$ cat src/rtl/dispatch_ctrl_if.sv
// Dispatch bus bundle: instruction queue, regfile read/rename, CDB, ROB and RS ports.
// The slave modport is the dispatch controller; the master is whatever drives it.
interface dispatch_ctrl_if #(
    parameter int unsigned TAG_W = 3,
    parameter int unsigned N_RS  = 4,
    parameter int unsigned OP_W  = 7
);
    localparam int unsigned REG_W  = 5;
    localparam int unsigned DATA_W = 32;

    logic              flush_i;
    logic              iq_valid_i;
    logic              iq_ready_o;
    logic [OP_W-1:0]   iq_op_i;
    logic [REG_W-1:0]  iq_src1_i;
    logic [REG_W-1:0]  iq_src2_i;
    logic [REG_W-1:0]  iq_dest_i;
    logic              iq_has_dest_i;

    logic [REG_W-1:0]  rf_src_a_o;
    logic [REG_W-1:0]  rf_src_b_o;
    logic [DATA_W-1:0] rf_data_a_i;
    logic [DATA_W-1:0] rf_data_b_i;
    logic              rf_valid_a_i;
    logic              rf_valid_b_i;
    logic [TAG_W-1:0]  rf_tag_a_i;
    logic [TAG_W-1:0]  rf_tag_b_i;
    logic              rf_allocate_o;
    logic [REG_W-1:0]  rf_reg_allocate_o;
    logic [TAG_W-1:0]  rf_tag_in_o;

    logic              cdb_valid_i;
    logic [TAG_W-1:0]  cdb_tag_i;
    logic [DATA_W-1:0] cdb_data_i;

    logic              rob_commit_i;
    logic              rob_alloc_o;
    logic [TAG_W-1:0]  rob_alloc_tag_o;
    logic [REG_W-1:0]  rob_alloc_dest_o;

    logic [N_RS-1:0]   rs_free_i;
    logic [N_RS-1:0]   rs_we_o;
    logic [OP_W-1:0]   rs_op_o;
    logic [TAG_W-1:0]  rs_tag_o;
    logic [DATA_W-1:0] rs_vj_o;
    logic [DATA_W-1:0] rs_vk_o;
    logic [TAG_W-1:0]  rs_qj_o;
    logic [TAG_W-1:0]  rs_qk_o;
    logic              rs_rj_o;
    logic              rs_rk_o;

    modport slave (
        input  flush_i, iq_valid_i, iq_op_i, iq_src1_i, iq_src2_i, iq_dest_i, iq_has_dest_i,
        input  rf_data_a_i, rf_data_b_i, rf_valid_a_i, rf_valid_b_i, rf_tag_a_i, rf_tag_b_i,
        input  cdb_valid_i, cdb_tag_i, cdb_data_i, rob_commit_i, rs_free_i,
        output iq_ready_o, rf_src_a_o, rf_src_b_o, rf_allocate_o, rf_reg_allocate_o, rf_tag_in_o,
        output rob_alloc_o, rob_alloc_tag_o, rob_alloc_dest_o,
        output rs_we_o, rs_op_o, rs_tag_o, rs_vj_o, rs_vk_o, rs_qj_o, rs_qk_o, rs_rj_o, rs_rk_o
    );

    modport master (
        output flush_i, iq_valid_i, iq_op_i, iq_src1_i, iq_src2_i, iq_dest_i, iq_has_dest_i,
        output rf_data_a_i, rf_data_b_i, rf_valid_a_i, rf_valid_b_i, rf_tag_a_i, rf_tag_b_i,
        output cdb_valid_i, cdb_tag_i, cdb_data_i, rob_commit_i, rs_free_i,
        input  iq_ready_o, rf_src_a_o, rf_src_b_o, rf_allocate_o, rf_reg_allocate_o, rf_tag_in_o,
        input  rob_alloc_o, rob_alloc_tag_o, rob_alloc_dest_o,
        input  rs_we_o, rs_op_o, rs_tag_o, rs_vj_o, rs_vk_o, rs_qj_o, rs_qk_o, rs_rj_o, rs_rk_o
    );
endinterface

$ cat src/rtl/dispatch_ctrl.sv
// Dispatch sequencer: one instruction per cycle from the IQ into a free RS, with ROB tag
// allocation, dest rename and operand resolution (regfile or same-cycle CDB bypass).
module dispatch_ctrl #(
    parameter int unsigned ROB_DEPTH = 8,
    parameter int unsigned TAG_W     = $clog2(ROB_DEPTH),
    parameter int unsigned N_RS      = 4,
    parameter int unsigned OP_W      = 7
) (
    input  logic           clk,
    input  logic           rst,
    dispatch_ctrl_if.slave bus
);
    localparam int unsigned CNT_W  = TAG_W + 1;
    localparam int unsigned REG_W  = 5;
    localparam int unsigned DATA_W = 32;

    typedef enum logic {
        S_RUN   = 1'b0,
        S_FLUSH = 1'b1
    } state_e;

    state_e            state_q, state_d;
    logic [TAG_W-1:0]  tail_q, tail_d;
    logic [CNT_W-1:0]  count_q, count_d;

    logic              ready_c;
    logic              fire_c;
    logic              commit_c;
    logic [N_RS-1:0]   rs_sel_c;
    logic [DATA_W-1:0] vj_c, vk_c;
    logic [TAG_W-1:0]  qj_c, qk_c;
    logic              rj_c, rk_c;

    // Operand source priority: x0, regfile value, CDB bypass, else wait on producer tag.
    function automatic void resolve(
        input  logic [REG_W-1:0]  src,
        input  logic              rf_valid,
        input  logic [DATA_W-1:0] rf_data,
        input  logic [TAG_W-1:0]  rf_tag,
        input  logic              cdb_valid,
        input  logic [TAG_W-1:0]  cdb_tag,
        input  logic [DATA_W-1:0] cdb_data,
        output logic [DATA_W-1:0] val,
        output logic [TAG_W-1:0]  q,
        output logic              rdy
    );
        val = '0;
        q   = '0;
        rdy = 1'b1;
        if (src == '0) begin
            val = '0;
        end else if (rf_valid) begin
            val = rf_data;
        end else if (cdb_valid && (cdb_tag == rf_tag)) begin
            val = cdb_data;
        end else begin
            rdy = 1'b0;
            q   = rf_tag;
        end
    endfunction

    assign ready_c  = !rst && (state_q == S_RUN) && !bus.flush_i &&
                      (count_q < CNT_W'(ROB_DEPTH)) && (|bus.rs_free_i);
    assign fire_c   = bus.iq_valid_i && ready_c;
    assign commit_c = bus.rob_commit_i && (count_q != '0);
    // Isolate the lowest set bit of the free mask.
    assign rs_sel_c = bus.rs_free_i & (~bus.rs_free_i + N_RS'(1));

    always_comb begin
        resolve(bus.iq_src1_i, bus.rf_valid_a_i, bus.rf_data_a_i, bus.rf_tag_a_i,
                bus.cdb_valid_i, bus.cdb_tag_i, bus.cdb_data_i, vj_c, qj_c, rj_c);
        resolve(bus.iq_src2_i, bus.rf_valid_b_i, bus.rf_data_b_i, bus.rf_tag_b_i,
                bus.cdb_valid_i, bus.cdb_tag_i, bus.cdb_data_i, vk_c, qk_c, rk_c);
    end

    // Next state: flush beats dispatch and commit; FLUSH always falls back to RUN.
    always_comb begin
        state_d = S_RUN;
        tail_d  = tail_q;
        count_d = count_q;
        if (bus.flush_i) begin
            state_d = S_FLUSH;
            tail_d  = '0;
            count_d = '0;
        end else begin
            if (fire_c) begin
                tail_d = tail_q + TAG_W'(1);
            end
            if (fire_c && !commit_c) begin
                count_d = count_q + CNT_W'(1);
            end else if (!fire_c && commit_c) begin
                count_d = count_q - CNT_W'(1);
            end
        end
    end

    always_ff @(posedge clk) begin
        if (rst) begin
            state_q <= S_RUN;
            tail_q  <= '0;
            count_q <= '0;
        end else begin
            state_q <= state_d;
            tail_q  <= tail_d;
            count_q <= count_d;
        end
    end

    // Zero-latency dispatch side effects; everything held at zero during reset.
    always_comb begin
        bus.iq_ready_o        = ready_c;
        bus.rf_src_a_o        = '0;
        bus.rf_src_b_o        = '0;
        bus.rf_allocate_o     = 1'b0;
        bus.rf_reg_allocate_o = '0;
        bus.rf_tag_in_o       = '0;
        bus.rob_alloc_o       = 1'b0;
        bus.rob_alloc_tag_o   = '0;
        bus.rob_alloc_dest_o  = '0;
        bus.rs_we_o           = '0;
        bus.rs_op_o           = '0;
        bus.rs_tag_o          = '0;
        bus.rs_vj_o           = '0;
        bus.rs_vk_o           = '0;
        bus.rs_qj_o           = '0;
        bus.rs_qk_o           = '0;
        bus.rs_rj_o           = 1'b0;
        bus.rs_rk_o           = 1'b0;
        if (!rst) begin
            bus.rf_src_a_o        = bus.iq_src1_i;
            bus.rf_src_b_o        = bus.iq_src2_i;
            bus.rf_allocate_o     = fire_c && bus.iq_has_dest_i && (bus.iq_dest_i != '0);
            bus.rf_reg_allocate_o = bus.iq_dest_i;
            bus.rf_tag_in_o       = tail_q;
            bus.rob_alloc_o       = fire_c;
            bus.rob_alloc_tag_o   = tail_q;
            bus.rob_alloc_dest_o  = bus.iq_has_dest_i ? bus.iq_dest_i : '0;
            bus.rs_we_o           = fire_c ? rs_sel_c : '0;
            bus.rs_op_o           = bus.iq_op_i;
            bus.rs_tag_o          = tail_q;
            bus.rs_vj_o           = vj_c;
            bus.rs_vk_o           = vk_c;
            bus.rs_qj_o           = qj_c;
            bus.rs_qk_o           = qk_c;
            bus.rs_rj_o           = rj_c;
            bus.rs_rk_o           = rk_c;
        end
    end

    // A retire with nothing in flight means the ROB and this block disagree on occupancy.
    a_commit_nonempty: assert property (@(posedge clk) disable iff (rst)
        !(bus.rob_commit_i && !bus.flush_i && (count_q == '0)))
        else $error("rob_commit with empty ROB");

endmodule

$ cat src/flat_wrapper.sv
// flat-port wrapper written by rule: the top's interface ports become plain ports
module dispatch_ctrl_flat 
#(
    parameter int unsigned ROB_DEPTH = 8,
    parameter int unsigned TAG_W     = $clog2(ROB_DEPTH),
    parameter int unsigned N_RS      = 4,
    parameter int unsigned OP_W      = 7
)
  (clk, rst, bus_flush_i, bus_iq_valid_i, bus_iq_op_i, bus_iq_src1_i, bus_iq_src2_i, bus_iq_dest_i, bus_iq_has_dest_i, bus_rf_data_a_i, bus_rf_data_b_i, bus_rf_valid_a_i, bus_rf_valid_b_i, bus_rf_tag_a_i, bus_rf_tag_b_i, bus_cdb_valid_i, bus_cdb_tag_i, bus_cdb_data_i, bus_rob_commit_i, bus_rs_free_i, bus_iq_ready_o, bus_rf_src_a_o, bus_rf_src_b_o, bus_rf_allocate_o, bus_rf_reg_allocate_o, bus_rf_tag_in_o, bus_rob_alloc_o, bus_rob_alloc_tag_o, bus_rob_alloc_dest_o, bus_rs_we_o, bus_rs_op_o, bus_rs_tag_o, bus_rs_vj_o, bus_rs_vk_o, bus_rs_qj_o, bus_rs_qk_o, bus_rs_rj_o, bus_rs_rk_o);
  dispatch_ctrl_if #(.TAG_W(TAG_W), .N_RS(N_RS), .OP_W(OP_W)) bus_i ();
  input  logic clk;
  input  logic rst;
  input wire logic [$bits(bus_i.flush_i)-1:0] bus_flush_i;
  input wire logic [$bits(bus_i.iq_valid_i)-1:0] bus_iq_valid_i;
  input wire logic [$bits(bus_i.iq_op_i)-1:0] bus_iq_op_i;
  input wire logic [$bits(bus_i.iq_src1_i)-1:0] bus_iq_src1_i;
  input wire logic [$bits(bus_i.iq_src2_i)-1:0] bus_iq_src2_i;
  input wire logic [$bits(bus_i.iq_dest_i)-1:0] bus_iq_dest_i;
  input wire logic [$bits(bus_i.iq_has_dest_i)-1:0] bus_iq_has_dest_i;
  input wire logic [$bits(bus_i.rf_data_a_i)-1:0] bus_rf_data_a_i;
  input wire logic [$bits(bus_i.rf_data_b_i)-1:0] bus_rf_data_b_i;
  input wire logic [$bits(bus_i.rf_valid_a_i)-1:0] bus_rf_valid_a_i;
  input wire logic [$bits(bus_i.rf_valid_b_i)-1:0] bus_rf_valid_b_i;
  input wire logic [$bits(bus_i.rf_tag_a_i)-1:0] bus_rf_tag_a_i;
  input wire logic [$bits(bus_i.rf_tag_b_i)-1:0] bus_rf_tag_b_i;
  input wire logic [$bits(bus_i.cdb_valid_i)-1:0] bus_cdb_valid_i;
  input wire logic [$bits(bus_i.cdb_tag_i)-1:0] bus_cdb_tag_i;
  input wire logic [$bits(bus_i.cdb_data_i)-1:0] bus_cdb_data_i;
  input wire logic [$bits(bus_i.rob_commit_i)-1:0] bus_rob_commit_i;
  input wire logic [$bits(bus_i.rs_free_i)-1:0] bus_rs_free_i;
  output wire logic [$bits(bus_i.iq_ready_o)-1:0] bus_iq_ready_o;
  output wire logic [$bits(bus_i.rf_src_a_o)-1:0] bus_rf_src_a_o;
  output wire logic [$bits(bus_i.rf_src_b_o)-1:0] bus_rf_src_b_o;
  output wire logic [$bits(bus_i.rf_allocate_o)-1:0] bus_rf_allocate_o;
  output wire logic [$bits(bus_i.rf_reg_allocate_o)-1:0] bus_rf_reg_allocate_o;
  output wire logic [$bits(bus_i.rf_tag_in_o)-1:0] bus_rf_tag_in_o;
  output wire logic [$bits(bus_i.rob_alloc_o)-1:0] bus_rob_alloc_o;
  output wire logic [$bits(bus_i.rob_alloc_tag_o)-1:0] bus_rob_alloc_tag_o;
  output wire logic [$bits(bus_i.rob_alloc_dest_o)-1:0] bus_rob_alloc_dest_o;
  output wire logic [$bits(bus_i.rs_we_o)-1:0] bus_rs_we_o;
  output wire logic [$bits(bus_i.rs_op_o)-1:0] bus_rs_op_o;
  output wire logic [$bits(bus_i.rs_tag_o)-1:0] bus_rs_tag_o;
  output wire logic [$bits(bus_i.rs_vj_o)-1:0] bus_rs_vj_o;
  output wire logic [$bits(bus_i.rs_vk_o)-1:0] bus_rs_vk_o;
  output wire logic [$bits(bus_i.rs_qj_o)-1:0] bus_rs_qj_o;
  output wire logic [$bits(bus_i.rs_qk_o)-1:0] bus_rs_qk_o;
  output wire logic [$bits(bus_i.rs_rj_o)-1:0] bus_rs_rj_o;
  output wire logic [$bits(bus_i.rs_rk_o)-1:0] bus_rs_rk_o;
  assign bus_i.flush_i = bus_flush_i;
  assign bus_i.iq_valid_i = bus_iq_valid_i;
  assign bus_i.iq_op_i = bus_iq_op_i;
  assign bus_i.iq_src1_i = bus_iq_src1_i;
  assign bus_i.iq_src2_i = bus_iq_src2_i;
  assign bus_i.iq_dest_i = bus_iq_dest_i;
  assign bus_i.iq_has_dest_i = bus_iq_has_dest_i;
  assign bus_i.rf_data_a_i = bus_rf_data_a_i;
  assign bus_i.rf_data_b_i = bus_rf_data_b_i;
  assign bus_i.rf_valid_a_i = bus_rf_valid_a_i;
  assign bus_i.rf_valid_b_i = bus_rf_valid_b_i;
  assign bus_i.rf_tag_a_i = bus_rf_tag_a_i;
  assign bus_i.rf_tag_b_i = bus_rf_tag_b_i;
  assign bus_i.cdb_valid_i = bus_cdb_valid_i;
  assign bus_i.cdb_tag_i = bus_cdb_tag_i;
  assign bus_i.cdb_data_i = bus_cdb_data_i;
  assign bus_i.rob_commit_i = bus_rob_commit_i;
  assign bus_i.rs_free_i = bus_rs_free_i;
  assign bus_iq_ready_o = bus_i.iq_ready_o;
  assign bus_rf_src_a_o = bus_i.rf_src_a_o;
  assign bus_rf_src_b_o = bus_i.rf_src_b_o;
  assign bus_rf_allocate_o = bus_i.rf_allocate_o;
  assign bus_rf_reg_allocate_o = bus_i.rf_reg_allocate_o;
  assign bus_rf_tag_in_o = bus_i.rf_tag_in_o;
  assign bus_rob_alloc_o = bus_i.rob_alloc_o;
  assign bus_rob_alloc_tag_o = bus_i.rob_alloc_tag_o;
  assign bus_rob_alloc_dest_o = bus_i.rob_alloc_dest_o;
  assign bus_rs_we_o = bus_i.rs_we_o;
  assign bus_rs_op_o = bus_i.rs_op_o;
  assign bus_rs_tag_o = bus_i.rs_tag_o;
  assign bus_rs_vj_o = bus_i.rs_vj_o;
  assign bus_rs_vk_o = bus_i.rs_vk_o;
  assign bus_rs_qj_o = bus_i.rs_qj_o;
  assign bus_rs_qk_o = bus_i.rs_qk_o;
  assign bus_rs_rj_o = bus_i.rs_rj_o;
  assign bus_rs_rk_o = bus_i.rs_rk_o;
  dispatch_ctrl #(.ROB_DEPTH(ROB_DEPTH), .TAG_W(TAG_W), .N_RS(N_RS), .OP_W(OP_W)) u_core (.clk(clk), .rst(rst), .bus(bus_i));
endmodule
$ cat config.mk
export PLATFORM = sky130hd
export DESIGN_NAME = dispatch_ctrl_flat
export DESIGN_NICKNAME = d
export VERILOG_FILES = /design/src/rtl/dispatch_ctrl_if.sv /design/src/rtl/dispatch_ctrl.sv /design/src/flat_wrapper.sv
export SDC_FILE = /design/constraint.sdc
export NUM_CORES = 1
export LEC_CHECK = 0
export CAP_MARGIN = 20
export CELL_PAD_IN_SITES_DETAIL_PLACEMENT = 0
export CELL_PAD_IN_SITES_GLOBAL_PLACEMENT = 2
export CORE_MARGIN = 8
export CORE_UTILIZATION = 12
export DETAILED_ROUTE_END_ITERATION = 16
export GPL_TIMING_DRIVEN = 0
export PLACE_DENSITY_LB_ADDON = 0.1
export SYNTH_ARGS = -nofsm -noshare
export SYNTH_HDL_FRONTEND = slang
export SYNTH_SLANG_ARGS = --single-unit
$ cat constraint.sdc
create_clock -name clk -period 4.6 [get_ports clk]
set_clock_uncertainty 0.2 [all_clocks]
set_input_delay 0.46 -clock clk [delete_from_list [all_inputs] [get_ports clk]]
set_output_delay 0.46 -clock clk [all_outputs]
set_load 0.01 [all_outputs]
==> results of run 1 <==
cell type report:
class,count,area [sq um]
Fill cell,1871,12300
Timing Repair Buffer,252,2520
Inverter,1,3.75
Multi-Input combinational cell,292,1740
Clock buffer,3,75.1
Sequential cell,8,160
Buffer,41,224
Tap cell,225,282
cells by family after synthesis:
group | after synthesis
xor gates and xnor gates | 9
AOI/OAI and AO/OA | 71
buffers and inverters | 42
and+or+nand+nor | 204
DFF | 8
adders and majority gates | 5
muxes | 3
flip-flops by register name (all words and copies together) (netlist names):
register / count
u_core.count_q: 4
u_core.tail_q: 3
u_core.state_q: 1
power breakdown:
group	total (W)	internal (W)	switching, W
combinational	0.000390	0.000231	0.000160
sequential	0.0000755	0.0000726	0.00000290
clock	0.000147	0.000112	0.0000347
total	0.000613	0.000416	0.000197
placed cells by master, fill, tap and decap left out, types with 2 or more instances in the layout:
master	count
a21oi_1	66
nand3_1	2
mux2i_1	3
buf_4	14
nor4b_1	7
nor3_1	2
nor2b_1	27
or2_1	3
clkbuf_1	18
nor4_1	2
and2_1	6
dfxtp_1	8
nor2_1	12
ha_1	4
nand3b_1	64
or4_1	2
clkbuf_16	3
and3_2	2
buf_2	8
xnor2_1	8
and4_1	2
nand2_1	67
clkdlybuf4s50_1	252
routing by layer:
metal  vias to the layer above  part of all wire, %  global-route usage, %
met5                         -                    0                      0
met4                         0                 0.91                   1.82
met3                         8                   12                   5.58
met2                       185                   47                   23.1
met1                      1557                   40                   15.2
li1                       1689                    -                      -
through the flow:
stage                     setup WS (ps)  cell area, sq um  instances
after floorplan                    1820              2130        342
after global placement             1020              4930        819
after detailed placement            941              4930        819
after CTS                          1050              5010        822
after global routing                932              5010        822
final                              1070              5010        822
critical path: cells and delay by family:
family	cells	cell delay, ps
buffers and inverters	4	1550
XOR/XNOR	1	170
AND/OR/NAND/NOR	2	680
worst min-delay path by stage:
stage | start | slack (ps) | cells past startpoint | endpoint
4_1_cts | u_core.tail_q[2] | 260 | 1 | u_core.tail_q[2]
2_1_floorplan | u_core.tail_q[2] | 230 | 1 | u_core.tail_q[2]
3_5_place_dp | u_core.tail_q[2] | 260 | 1 | u_core.tail_q[2]
3_3_place_gp | u_core.tail_q[2] | 240 | 1 | u_core.tail_q[2]
6_report | u_core.tail_q[2] | 270 | 1 | u_core.tail_q[2]
5_1_grt | u_core.tail_q[2] | 280 | 1 | u_core.tail_q[2]
==> impl_metrics.yaml, run 1 <==
placed_design:
  portBuffers: 252
  detailed_place_hpwl_um: 13200
  place.gp.congestion: 0.765
logic_synthesis:
  synth_cell_types: 36
  async_reset_ff_share_pct: 0
  ys_ff_latch: 8
  synthFlopType: "dfxtp_1"
  synth_edf_count: 0
  ys_warn_count: 0
  yosysSeqAreaShare_pct: 7.52
  synth-compound-area-share_pct: 17.6
  synth_area_leaders: "nand3b_1 23%, a21oi_1 16%, nand2_1 12%"
  synth_top_family_by_area: "simple AND/OR/NAND/NOR gates"
  synth_adder_area_share_pct: 3.29
  yosysMostFrequentCell: "nand2_1"
  avgSynthCellArea_sq_um: 6.23
  mappedNetlistNets: 487
  synthSimpleGateAreaFrac_pct: 55.8
  yosys.area_share.xor_xnor_pct: 3.70
  netlist.area_leader.share_pct: 22.5
  netlist_instances: 342
  yosys.area.top_type: "nand3b_1"
  synthMuxAreaShare_pct: 1.41
  syn-cell-area_sq_um: 2130
  synth_common_cells: "67 x nand2_1, 66 x a21oi_1, 64 x nand3b_1"
timing:
  fin_crit_sh_pct: 76.7
  rsz0062_at_grt: "no"
  fmax_mhz: 283
  tightestPinTransition_ps: 626
  setup_tns_ps: 0
  setup_viol: 0
  final_hold_viol_count: 0
  max-slew-margin-rel_pct: 58.3
  timing.final.crit_period_ps: 3530
  drv_slew: 0
  holdWs_ps: 265
power:
  total_power_w: 0.000613
  pwr_density_cell_nw_per_um2: 122
  leakage_nw: 1.72
  vdd_ir_drop_max_v: 0.0000809
status:
  status: "finished clean"
floorplan:
  rows: 48
  start_util_pct: 12.3
  die-area_sq_um: 22300
  die_h_um: 149
  design.core.area_sq_um: 17400
  die_w_um: 149
  pin_count: 255
final_layout:
  num-nets-final: 744
  layout-drive-gt1-share_pct: 5.36
  fin_util_pct: 28.9
  syn_to_final_growth_pct: 135
  antenna_cells: 0
drt:
  drt_first_pass_iters: 4
  first_iter_violations: 60
  drtAntennaViolNets: 0
  drt-wirelength-per-cell_um: 19.1
  routed_wl_um: 15700
  post-route-drc-count: 0
  num_vias: 3439
  routed_via_density: 4.18
worst_setup_path:
  rr_worst_depth: 10
  required_ps: 3940
  critPathLaunchType: "input port"
  cp-end-kind: "primary output"
  r2r-end: "u_core.count_q[3]"
  path_cells: "clkdlybuf4s50_1, xnor2_1, and4_1, buf_2, buf_2, nor4b_1, clkdlybuf4s50_1"
  critical_path_class: "input port to primary output"
  startpoint: "bus_cdb_tag_i[0]"
  critPathSlowestCell: "clkdlybuf4s50_1"
  slowest_delay_ps: 650
  worstPathArrival_ps: 2870
  crit_end: "bus_rs_qj_o[0]"
  r2r_start: "u_core.count_q[3]"
  crit_fanout: 10
  r2r_setup_slack_ps: 1650
job:
  maxCapViolCount: 0
global_routing:
  grt_max_degree: 11
  grt_pass1_vias: 3782
  grt_usage_pct: 13.3
  grt_remaining_overflow: 0
  grt_antenna_before_repair: 0
  grt_pass1_wl_um: 23200
clock_network:
  ctsHoldBuffers: 0
  cts_root_buf: "clkbuf_16"
  clock_latency_ps: 230
  cts.repair.resized: 0
  cts.htree.levels: 1
  cts.sinks: 8
  cts_tree: "built"
  post_cts_buffers: 0
  path_clk_slew_ps: 40
  clockBufferDepth: 2
  cts_made_buffers: 3
hold_path:
  hp-class: "register to register"
No activity file was read; power rests on OpenSTA's default activity.
==> run 2, diff against run 1 <==
Settings changed: CORE_UTILIZATION 12 to 10.
Clock period 4.6 ns to 3.2 ns, I/O delays scaled along.
==> impl_metrics.yaml, run 2 (synthesis gave the netlist of run 1 again) <==
worst_setup_path:
  crit_family: "buffers and inverters"
  critical_path_class: "input port to primary output"
  critPathLaunchType: "input port"
  r2r-end: "u_core.count_q[3]"
  worstPathArrival_ps: 2560
  required_ps: 2680
  cp-end-kind: "primary output"
  path_cells: "clkdlybuf4s50_1, or4_1, nor2_1, or2_1, buf_4, buf_4, a21oi_1, clkdlybuf4s50_1"
  critPathSlowestCell: "or4_1"
  crit_buf_inv: 4
  r2r_start: "u_core.count_q[3]"
  r2r_setup_slack_ps: 510
  rr_worst_depth: 10
  slowest_delay_ps: 540
  crit_fanout: 10
floorplan:
  pin_count: 255
  design.core.area_sq_um: 21000
  die_w_um: 162
  rows: 53
  die-area_sq_um: 26200
  die_h_um: 162
  start_util_pct: 10.2
drt:
  drt-wirelength-per-cell_um: 18.5
  first_iter_violations: 149
  drtAntennaViolNets: 0
  routed_via_density: 3.84
  routed_wl_um: 16200
  drt_first_pass_iters: 4
  post-route-drc-count: 0
  num_vias: 3357
timing:
  fmax_mhz: 325
  timing.final.crit_period_ps: 3080
  drv_slew: 0
  setup_viol: 0
  tightestPinTransition_ps: 622
  max-slew-margin-rel_pct: 58.5
  holdWs_ps: 263
  fin_crit_sh_pct: 96.3
  rsz0062_at_grt: "no"
  final_hold_viol_count: 0
power:
  vdd_ir_drop_max_v: 0.000132
  total_power_w: 0.000879
  pwr_density_cell_nw_per_um2: 172
  leakage_nw: 1.72
hold_path:
  holdCritStartpoint: "u_core.tail_q[2]"
  hp-class: "register to register"
  hold_depth: 1
  hold_end: "u_core.tail_q[2]"
final_layout:
  fin_area_sq_um: 5110
  largest_reg_flops: 4
  mostFrequentLayoutCells: "252 x clkdlybuf4s50_1, 67 x nand2_1, 65 x a21oi_1, 64 x nand3b_1, 27 x nor2b_1"
  regMostFlops: "u_core.count_q"
  layout-drive-gt1-share_pct: 5.86
  n_fill_cell: 2365
  final_common_cell: "clkdlybuf4s50_1"
  num-nets-final: 744
  syn_to_final_growth_pct: 140
  reg_top3: "u_core.count_q: 4 flops, u_core.tail_q: 3 flops, u_core.state_q: 1 flops"
placed_design:
  place.gp.congestion: 0.779
  detailed_place_hpwl_um: 14000
  place_area_sq_um: 5000
  portBuffers: 252
clock_network:
  ctsHoldBuffers: 0
  clockBufferDepth: 2
  cts_root_buf: "clkbuf_16"
  cts.sinks: 8
  cts.htree.levels: 1
  clock_latency_ps: 230
  cts_tree: "built"
  path_clk_slew_ps: 40
  cts_made_buffers: 3
global_routing:
  grt_antenna_before_repair: 1
  grt_pass1_vias: 3663
  grt_max_degree: 11
  grt_usage_pct: 11.6
  grt_pass1_wl_um: 23700
  grt_remaining_overflow: 0
job:
  maxCapViolCount: 0
status:
  status: "finished clean"
[run 2: worst max-delay path by stage]
stage,startpoint,endpoint,slack (ps),depth (start not counted)
finish,bus_iq_src2_i[0],bus_rs_vk_o[16],120,8
global placement,rst,u_core.count_q[3],-330,11
floorplan,bus_rs_free_i[0],u_core.count_q[3],560,10
global route,bus_cdb_tag_i[0],bus_rs_vj_o[6],6,8
CTS,bus_cdb_tag_i[0],bus_rs_vk_o[28],40,8
detailed placement,rst,u_core.count_q[3],-310,11
[run 2: area by class of cell]
| type | count | area (sq um) | area share (%) |
|---|---|---|---|
| Multi-Input combinational cell | 292 | 1760 | 34.5 |
| Tap cell | 275 | 344 | 6.74 |
| Sequential cell | 8 | 160 | 3.13 |
| Antenna cell | 2 | 5.00 | 0.0980 |
| Clock buffer | 3 | 75.1 | 1.47 |
| Timing Repair Buffer | 252 | 2520 | 49.4 |
| Inverter | 1 | 3.75 | 0.0735 |
| Buffer | 41 | 236 | 4.63 |
[run 2: what timing repair did]
item | CTS | global route
setup buffers | 0 | 0
setup endpoints to repair | 1 | 7
resized for setup | 1 | 8
[run 2: per-stage QoR]
step / util (%) / setup slack, ps / cells / setup TNS [ps]
2_1_floorplan: - / 560 / 342 / 0
3_3_place_gp: 23.8 / -328 / 869 / -454
3_5_place_dp: 23.8 / -312 / 869 / -434
4_1_cts: 24.2 / 43.9 / 872 / 0
5_1_grt: 24.4 / 5.88 / 873 / 0
6_report: 24.4 / 120 / 874 / 0
[run 2: metal layers]
| layer | GRT usage, % | wire (um) | up-vias |
|---|---|---|---|
| met5 | 0 | 0 | - |
| met4 | 1.18 | 125 | 0 |
| met3 | 2.96 | 1210 | 6 |
| met2 | 21.9 | 8320 | 130 |
| met1 | 13.1 | 6560 | 1527 |
| li1 | - | - | 1694 |
[run 2: power breakdown]
part           switching (W)  leakage, nW  internal (W)
Clock              0.0000444       0.0370      0.000161
Combinational       0.000230         1.62      0.000334
Sequential        0.00000493       0.0650      0.000104
Total               0.000279         1.72      0.000600
==> run 3, diff against run 2 <==
==> constraint.sdc (replaced) <==
create_clock -name clk -period 3.2 [get_ports clk]
set_clock_uncertainty 0.2 [all_clocks]
set_input_delay 0.32 -clock clk [delete_from_list [all_inputs] [get_ports clk]]
set_output_delay 0.32 -clock clk [all_outputs]
set_load 0.05 [all_outputs]
==> impl_metrics.yaml, run 3 (synthesis gave the netlist of run 1 again) <==
clock_network:
  cts.repair.resized: 72
  cts.htree.levels: 1
  post_cts_buffers: 0
  clockBufferDepth: 2
  clock_latency_ps: 230
  cts_tree: "built"
  cts_made_buffers: 3
  cts_root_buf: "clkbuf_16"
  ctsHoldBuffers: 0
  cts.sinks: 8
  path_clk_slew_ps: 40
hold_path:
  hold_end: "u_core.tail_q[2]"
  hold_depth: 1
  holdCritStartpoint: "u_core.tail_q[2]"
  hp-class: "register to register"
worst_setup_path:
  worstPathArrival_ps: 2570
  cp-end-kind: "primary output"
  required_ps: 2680
  crit_family: "buffers and inverters"
  path_cells: "clkdlybuf4s50_1, or4_1, nor2_1, or2_1, buf_4, a21oi_1, clkdlybuf4s50_1"
  crit_fanout: 8
  rr_worst_depth: 10
  slowest_delay_ps: 720
  r2r_start: "u_core.count_q[3]"
  cpMostUsedCell: "clkdlybuf4s50_1"
  critical_path_class: "input port to primary output"
  critPathLaunchType: "input port"
  crit_buf_inv: 3
  r2r_setup_slack_ps: 530
  r2r-end: "u_core.count_q[3]"
  critPathSlowestCell: "clkdlybuf4s50_1"
floorplan:
  die_w_um: 162
  die_h_um: 162
  design.core.area_sq_um: 21000
  rows: 53
  die-area_sq_um: 26200
  start_util_pct: 10.2
  pin_count: 255
drt:
  num_vias: 3337
  drt-met1-wl_um: 6640
  routed_via_density: 3.82
  drtAntennaViolNets: 0
  wl_met3_um: 1160
  routed_wl_um: 16200
  wl_met2_um: 8320
  highest_layer: "met4"
  post-route-drc-count: 0
  drt_first_pass_iters: 4
  first_iter_violations: 113
  drt-wirelength-per-cell_um: 18.6
timing:
  fin_crit_sh_pct: 96.5
  drv_slew: 0
  fmax_mhz: 324
  final_hold_viol_count: 0
  holdWs_ps: 263
  tightestPinTransition_ps: 618
  timing.final.crit_period_ps: 3090
  rsz0062_at_grt: "no"
  setup_viol: 0
  max-slew-margin-rel_pct: 58.8
  setup_slack_ps: 112
final_layout:
  syn_to_final_growth_pct: 135
  final_common_cell: "clkdlybuf4s50_1"
  reg_top3: "u_core.count_q: 4 flops, u_core.tail_q: 3 flops, u_core.state_q: 1 flops"
  mostFrequentLayoutCells: "181 x clkdlybuf4s50_1, 69 x dlygate4sd2_1, 67 x nand2_1, 65 x a21oi_1, 64 x nand3b_1"
  stdcell_count: 874
  n_fill_cell: 2391
  num-nets-final: 744
  largest_reg_flops: 4
  layout-drive-gt1-share_pct: 6.03
  regMostFlops: "u_core.count_q"
power:
  pwr-share-seq_pct: 10.5
  swShare_pct: 45.0
  total_power_w: 0.00104
  clockPowerShare_pct: 19.8
  vdd_ir_drop_max_v: 0.000133
  p_int_w: 0.000570
  pwr_density_cell_nw_per_um2: 207
  combPwrFrac_pct: 69.7
  leakage_nw: 2.02
  switchingPower_w: 0.000467
placed_design:
  detailed_place_hpwl_um: 14000
  dp_slack_ps: -312
  placed_cells: 869
  portBuffers: 252
  place.gp.congestion: 0.779
global_routing:
  grt_usage_pct: 11.6
  grt_remaining_overflow: 0
  grt_pass1_vias: 3653
  grt_antenna_before_repair: 1
  grt_pass1_wl_um: 23700
  grt_max_degree: 11
job:
  maxCapViolCount: 0
status:
  status: "finished clean"
-- run 3: cell count changes in the layout (fill, tap and decap cells not counted), sizes merged --
cell | before | now
dlymetal6s2s | 0 | 1
buf | 18 | 23
clkdlybuf4s50 | 252 | 181
clkbuf | 26 | 21
dlygate4sd2 | 0 | 69
clkdlybuf4s15 | 0 | 1
-- run 3: how the worst max path moves through the flow --
stage	startpoint	slack, ps	depth (start not counted)	endpoint
after floorplan	u_core.count_q[3]	130	3	bus_rs_we_o[2]
after global placement	rst	-330	11	u_core.count_q[3]
after detailed placement	rst	-310	11	u_core.count_q[3]
after CTS	rst	40	5	bus_rs_we_o[3]
after global routing	bus_cdb_tag_i[0]	2	8	bus_rs_vk_o[15]
final	bus_iq_src2_i[0]	110	7	bus_rs_vk_o[0]
-- run 3: area by class of cell --
| cell class | count | area (sq um) | area share [%] |
|---|---|---|---|
| Buffer | 41 | 225 | 4.49 |
| Inverter | 1 | 3.75 | 0.0749 |
| Tap cell | 275 | 344 | 6.86 |
| Antenna cell | 2 | 5.00 | 0.0998 |
| Timing Repair Buffer | 252 | 2440 | 48.6 |
| Clock buffer | 3 | 75.1 | 1.50 |
| Sequential cell | 8 | 160 | 3.19 |
| Multi-Input combinational cell | 292 | 1760 | 35.1 |
-- run 3: power groups by stage --
stage	Clock, W	Combinational (W)	Sequential (W)
finish	0.000205	0.000722	0.000109
global route	0.000219	0.000770	0.000110
CTS	0.000210	0.000732	0.000109
detailed placement	0	0.000757	0.000110
global placement	0	0.000758	0.000110
floorplan	0	0.000388	0.000109
-- run 3: layer usage --
| layer | GRT usage (%) | vias up |
|---|---|---|
| met3 | 2.96 | 6 |
| met1 | 13.2 | 1509 |
| li1 | - | 1694 |
| met2 | 21.9 | 128 |
| met4 | 1.18 | 0 |
| met5 | 0 | - |
-- run 3: through the flow --
stage	cell area (sq um)	util, %	setup TNS [ps]
final	5010	23.9	0
after global routing	5010	23.9	0
after CTS	4990	23.8	0
after detailed placement	5000	23.8	-9510
after global placement	5000	23.8	-9660
after floorplan	2130	-	0
